**src/rtl/bit8_1to3_demux_buf.sv**
```systemverilog
// bit8_1to3_demux_buf: buffered 1-to-3 demux, each channel a 2-entry valid/ready FIFO with a registered head
module bit8_1to3_demux_buf #(
   parameter int WIDTH = 8
) (
   input  logic             clk,
   input  logic             reset,
   input  logic [WIDTH-1:0] in,
   input  logic             sel1,
   input  logic             sel2,
   input  logic             in_valid,
   output logic             in_ready,
   output logic [WIDTH-1:0] out1,
   output logic             out1_valid,
   input  logic             out1_ready,
   output logic [WIDTH-1:0] out2,
   output logic             out2_valid,
   input  logic             out2_ready,
   output logic [WIDTH-1:0] out3,
   output logic             out3_valid,
   input  logic             out3_ready
);
   typedef enum logic [1:0] {EMPTY, ONE, FULL} state_t;
   logic [2:0] selv, rdy, full, push;
   assign selv = sel1 ? 3'b100 : sel2 ? 3'b010 : 3'b001;
   assign rdy = {out3_ready, out2_ready, out1_ready};
   assign full = {g_ch[2].st == FULL, g_ch[1].st == FULL, g_ch[0].st == FULL};
   assign in_ready = !reset && |(selv & (~full | rdy));
   assign push = (in_valid && in_ready) ? selv : 3'b000;
   for (genvar i = 0; i < 3; i++) begin : g_ch
      state_t st, st_n;
      logic rp, rp_n, wp, pop;
      logic [1:0][WIDTH-1:0] mem, mem_n;
      logic [WIDTH-1:0] hd, hd_n;
      assign pop = (st != EMPTY) && rdy[i];
      always_comb begin
         st_n = st;
         if (push[i] && !pop) st_n = (st == EMPTY) ? ONE : FULL;
         if (pop && !push[i]) st_n = (st == FULL) ? ONE : EMPTY;
         wp = rp ^ (st == ONE);
         rp_n = rp ^ pop;
         mem_n = mem;
         if (push[i]) mem_n[wp] = in;
         hd_n = (st_n != EMPTY) ? mem_n[rp_n] : hd;
      end
      always_ff @(posedge clk) begin
         if (reset) begin
            st <= EMPTY;
            rp <= 1'b0;
            mem <= '0;
            hd <= '0;
         end else begin
            st <= st_n;
            rp <= rp_n;
            mem <= mem_n;
            hd <= hd_n;
         end
      end
   end
   assign out1 = g_ch[0].hd;
   assign out2 = g_ch[1].hd;
   assign out3 = g_ch[2].hd;
   assign out1_valid = g_ch[0].st != EMPTY;
   assign out2_valid = g_ch[1].st != EMPTY;
   assign out3_valid = g_ch[2].st != EMPTY;
endmodule

```
**config.mk**
```make
export PLATFORM = sky130hd
export DESIGN_NAME = bit8_1to3_demux_buf
export DESIGN_NICKNAME = d
export VERILOG_FILES = /design/src/rtl/bit8_1to3_demux_buf.sv
export SDC_FILE = /design/constraint.sdc
export NUM_CORES = 1
export LEC_CHECK = 0
export ABC_AREA = 1
export CORE_MARGIN = 1
export CORE_UTILIZATION = 30
export DETAILED_ROUTE_END_ITERATION = 10
export MAX_ROUTING_LAYER = met4
export PLACE_DENSITY = 0.56
export SYNTH_ARGS = -nofsm -noshare
export SYNTH_HDL_FRONTEND = slang
export SYNTH_SLANG_ARGS = --single-unit
export TNS_END_PERCENT = 30
```
**constraint.sdc**
```tcl
create_clock -name clk -period 1.6 [get_ports clk]
set_input_delay 0.32 -clock clk [delete_from_list [all_inputs] [get_ports clk]]
set_output_delay 0.32 -clock clk [all_outputs]
set_load 0.02 [all_outputs]
```
==> reports/results.ini, run 1 <==
[status]
status = finished with violations
violations = negative setup slack

[cts]
ctsHoldBuffers = 0
path_clk_slew_ns = 0.06
clock_path_buffers = 2
numCtsBuffers = 9
cts_tree = built
cts_sinks = 81
htreeDepth = 3
clkLatencyLatePin_ns = 0.35
clock-root-buffer = clkbuf_16

[die]
die_x_um = 121.3
rows = 43
start_util_pct = 30.78
core_sq_um = 13880
pin_count = 44
fp.dieH_um = 121.3
die_area_sq_um = 14720

[cells_and_area]
n_antenna_cell = 0
n_fill_cell = 1430
final_layout_size_suffix_gt1_share_pct = 30.54
fin_area_sq_um = 6421
areaGrowthSynthToFinish_pct = 50.28
design.final.nets = 846
utilization_pct = 46.26

[synth]
seq_area_frac_synth_pct = 37.95
ys_types = 25
yosys.area.top_type = dfxtp_1
yosysWarnings = 0
synth_top_cell_area_share_pct = 37.95
netlist_instances = 681
netlist_top_cells_area = dfxtp_1 (38%), nand2_1 (24%), nor2_1 (7.2%)
ys_ff_latch = 81
syn_area_sq_um = 4273
synth-edff-count = 0
syn_nets = 697
async_flop_share_pct = 0
avgSynthCellArea_sq_um = 6.274
yosys_most_used_dff = dfxtp_1

[detailed_routing]
dr.first_iter.drc_count = 156
wl_per_cell_um = 12.45
ant_nets = 0
drc = 0
avgViaCountPerCell = 4.432
vias = 4498
drt_pass1_iterations = 5
drt-total-wl_um = 12640

[setup_path]
path_max_fanout = 5
end_kind = output port
startpoint_type = flip-flop
cp.arrival_ns = 1.42
crit_required_ns = 1.28
critical_path_class = flip-flop to output port

[power]
power_density_nw_per_um2 = 851.0
ir_drop_v = 0.0006229
power_w = 0.005464
leakage_nw = 3.261

[placed_design]
place.gp.congestion = 0.8056
place_hpwl_um = 8706
port_buffers = 43
dpl_cell_area_sq_um = 5634

[timing]
setup_ws_ns = -0.1372
drv_slew = 0
rsz0062_at_grt = true
maxSlewHeadroom_pct = 53.26
setup_viol = 30
tightestPinTransition_ns = 0.7011
fin_crit_ns = 1.737
period_share_pct = 108.6
clock.fmax_mhz = 575.6
skew_ns = 0.007773
hold_violations = 0

[grt]
grt_pass1_vias = 4249
overflow = 0
grt_usage_pct = 18.86
grt_first_pass_wirelength_um = 20910
grt_max_degree = 58
antenna_found_initial = 0

[job]
max_cap_viol_count = 0

[hold_path]
hp-class = flip-flop to flip-flop

Yosys cell counts (3+ instances only):
cell type	instances
dfxtp_1	81
inv_1	74
nand3_1	36
buf_6	4
nor2_1	82
nand2_2	6
o21ai_0	32
inv_2	5
clkbuf_1	10
a21oi_1	40
nor2_2	10
nor2_4	6
nand3_4	3
nand2_1	276
cells in the final DEF (no fill, tap or decap), types with 6 or more instances in the layout:
| cell | count |
|---|---|
| nand2_1 | 243 |
| buf_4 | 95 |
| dfxtp_1 | 76 |
| nor2_1 | 69 |
| inv_1 | 68 |
| a21oi_1 | 33 |
| nand2_2 | 31 |
| dlygate4sd2_1 | 25 |
| o21ai_0 | 23 |
| nand3_1 | 22 |
| nor2_4 | 18 |
| nand3_2 | 14 |
| nor2_2 | 13 |
| inv_2 | 10 |
| clkbuf_16 | 10 |
| buf_6 | 10 |
| o21ai_2 | 8 |
| clkdlybuf4s50_1 | 8 |
| nand2_4 | 7 |
| a21oi_2 | 7 |
| nand3_4 | 6 |
stage by stage:
step	TNS [ns]	setup slack, ns	instances	hold WS (ns)
3_3_place_gp	-51.79	-0.8634	984	0.4562
5_1_grt	-7.321	-0.2521	1015	0.4943
4_1_cts	-2.975	-0.1323	1012	0.4694
3_5_place_dp	-52.76	-0.8532	984	0.4604
2_1_floorplan	-0.001626	-0.001626	681	0.4473
6_report	-2.608	-0.1372	1015	0.4680
per-layer routing:
metal	up-vias	wire length, um	GRT usage, %
met5	-	0	-
met4	0	138	5.478
met3	13	549	3.853
met2	86	6084	30.79
met1	2004	5869	23.43
li1	2395	-	-
worst paths after layout:
kind                   from              to  slack [ns]  depth (start not counted)
min          g_ch[0].mem[9]  g_ch[0].mem[9]        0.47                          2
min reg2reg  g_ch[0].mem[9]  g_ch[0].mem[9]        0.47                          2
max           g_ch[0].st[0]        in_ready       -0.14                          8
max reg2reg   g_ch[0].st[0]         out1[2]       -0.13                         14
kinds of logic after synthesis:
group / after synthesis / share of synthesized area [%]
compound gates: 75 / 8.902
xor+xnor: 3 / 0.7908
buf+inv: 96 / 9.195
flops: 81 / 37.95
simple gates: 426 / 43.16
area by class of cell:
type | count | area, sq um | share of cell area [%]
clock buffer | 13 | 271.5 | 4.228
sequential | 81 | 1630 | 25.39
inverter | 79 | 299.0 | 4.657
clock inverter | 3 | 46.29 | 0.7210
multi-input combinational | 507 | 2654 | 41.33
tap | 180 | 225.2 | 3.507
timing repair buffer | 152 | 1295 | 20.17
power by group:
group,internal (W),total [W],switching [W],leakage (nW)
logic,0.000455,0.00112,0.000660,2.45
clock network,0.00135,0.00220,0.000846,0.151
registers,0.00211,0.00215,0.0000426,0.660
total,0.00392,0.00546,0.00155,3.26
timing repair:
action | CTS | global route
gates cloned | 3 | 0
hold endpoints to repair | 0 | 0
gates resized for setup | 92 | 70
buffers inserted | 9 | 4
pin swaps | 18 | 37
setup endpoints to repair | 104 | 70
critical path, stage by stage (launching register included):
cell	delay (ns)
dfxtp_4	0.34
inv_2	0.05
nand3_2	0.07
nand2_2	0.10
nand3_4	0.10
buf_4	0.15
nand2_2	0.06
inv_1	0.04
buf_2	0.15
state kept, by name (all words and copies together), names as in the netlist:
| signal | flops |
|---|---|
| g_ch.mem | 48 |
| out2 | 8 |
| g_ch.st | 6 |
| out3 | 8 |
| g_ch.rp | 3 |
| out1 | 8 |
(Power assumes the default switching activity.)
==> inputs of run 2 (changes only) <==
- REMOVE_ABC_BUFFERS: not set -> 1
==> run 2 against run 1 <==
Net effect:
- the flow still finishes with violations (negative setup slack)
- critical path type is now flip-flop to flip-flop
- first-iteration DRC count decreased by 7.7%
- fmax down 1.0%
- sequential cell count did not move
- largest cell class unchanged
- power decreased by 0.18%
==> reports/results.ini, run 2 (synthesis gave the netlist of run 1 again) <==
[placed_design]
place.gp.congestion = 0.8400
place_hpwl_um = 8820
dpl_worst_slack_ns = -0.7625
post-place-cells = 995
port_buffers = 43
dpl_cell_area_sq_um = 5663

[timing]
tightestPinTransition_ns = 0.7482
maxSlewHeadroom_pct = 50.12
setup_ws_ns = -0.1549
clock.fmax_mhz = 569.8
setup_viol = 38
fin_crit_ns = 1.755
hold_violations = 0
setup_tns_ns = -3.398
rsz0062_at_grt = true
period_share_pct = 109.7
skew_ns = 0.007669
drv_slew = 0

[setup_path]
cp_num_buf_inv = 1
crit_family = simple AND/OR/NAND/NOR gates
reg2reg_to = out1[5]
r2r-start = g_ch[1].st[0]
path_max_fanout = 8
rrSetupSlack_ns = -0.15
crit_path_max_incr_delay_ns = 0.34
crit_required_ns = 1.84
end_kind = flip-flop
rr_worst_depth = 11
cp_cell_sequence = inv_2, nand3_4, nand2_4, nand3_4, nand4_1, nor2_2, nor2_1, nor2_2, nor2_8, nor2_1, nor2_2
critical_path_class = flip-flop to flip-flop
cpMostUsedCell = nor2_2
startpoint_type = flip-flop
cpMaxStageDelayCell = dfxtp_2
cp.arrival_ns = 1.99

[detailed_routing]
dr.first_iter.drc_count = 144
drc = 0
ant_nets = 0
avgViaCountPerCell = 4.489
vias = 4628
drt-total-wl_um = 13210
wl_per_cell_um = 12.81
drt_pass1_iterations = 5

[cts]
ctsHoldBuffers = 0
path_clk_slew_ns = 0.06
clock-root-buffer = clkbuf_16
cts_sinks = 81
htreeDepth = 3
clock_path_buffers = 2
numCtsBuffers = 9
clkLatencyLatePin_ns = 0.34
cts_tree = built

[hold_path]
holdCritStartpoint = g_ch[0].mem[11]
min_to = g_ch[0].mem[11]
hp-class = flip-flop to flip-flop
min_path_cells = 2

[power]
power_density_nw_per_um2 = 799.0
power_w = 0.005454
ir_drop_v = 0.0004777
leakage_nw = 3.438

[status]
violations = negative setup slack
status = finished with violations

[die]
pin_count = 44
core_sq_um = 13880
start_util_pct = 30.78
rows = 43
die_area_sq_um = 14720
fp.dieH_um = 121.3
die_x_um = 121.3

[cells_and_area]
final_layout_size_suffix_gt1_share_pct = 36.31
design.final.nets = 862
regMostFlops = g_ch.mem
largest_reg_flops = 48
areaGrowthSynthToFinish_pct = 59.77
fin_area_sq_um = 6827
n_antenna_cell = 0
instances_no_fill = 1031
mostFrequentLayoutCells = nand2_1 (221), buf_4 (101), dfxtp_1 (76)
final_common_cell = nand2_1

[grt]
grt_max_degree = 58
grt_first_pass_wirelength_um = 21370
grt_usage_pct = 19.24
antenna_found_initial = 0
grt_pass1_vias = 4406
overflow = 0

[job]
max_cap_viol_count = 0

## run 2: changes by cell type in the layout (fill, tap and decap cells not counted), sizes merged, moves of 2 or more
cell,previous run,this run
clkbuf,14,11
buf,112,127
clkinv,1,3
dlygate4sd2,25,23
dlymetal6s2s,3,6
## run 2: layout make-up
cell class | count | area [sq um]
sequential | 81 | 1628
fill | 1419 | 7054
timing repair buffer | 167 | 1478
multi-input combinational | 508 | 2910
clock buffer | 11 | 232.7
inverter | 79 | 296.5
tap | 180 | 225.2
clock inverter | 5 | 56.30
## run 2: per-layer routing
layer | track usage [%] | routed length, um | vias to the layer above
li1 | - | - | 2428
met1 | 23.88 | 6110 | 2102
met2 | 32.00 | 6372 | 77
met3 | 2.820 | 517 | 21
met4 | 6.173 | 204 | 0
met5 | - | 0 | -
## run 2: worst register-to-register path: cells and delay by family, from the launching register on
kind | cells | cell delay [ns]
buffers and inverters | 1 | 0.05
and+or+nand+nor | 10 | 1.27
DFF | 1 | 0.34
## run 2: power by group
part	internal, W	switching (W)
Clock	0.00121	0.000869
Sequential	0.00211	0.0000437
Combinational	0.000513	0.000709
## run 2: what timing repair did
| action | in CTS | in global routing |
|---|---|---|
| gates resized for setup | 163 | 94 |
| pin swaps | 61 | 57 |
| endpoints found under the setup margin | 100 | 85 |
| gates cloned | 5 | 1 |
| buffers inserted | 13 | 4 |
## run 2: stage by stage
step / hold slack (ns) / util [%]
after CTS: 0.4673 / 46.76
after floorplan: 0.3891 / -
after detailed placement: 0.4607 / 40.80
after global placement: 0.4582 / 40.80
final: 0.4672 / 49.18
after global routing: 0.4862 / 49.18
## run 2: worst max path at each step
stage                        from       to  slack, ns  cells after the start
floorplan                   reset  out2[0]      -0.47                     10
global placement             sel2  out2[4]      -0.75                     14
detailed placement           sel2  out2[4]      -0.76                     14
CTS                 g_ch[2].st[0]  out1[3]      -0.18                     12
global route        g_ch[1].st[0]  out3[7]      -0.31                     13
finish              g_ch[1].st[0]  out1[5]      -0.15                     11
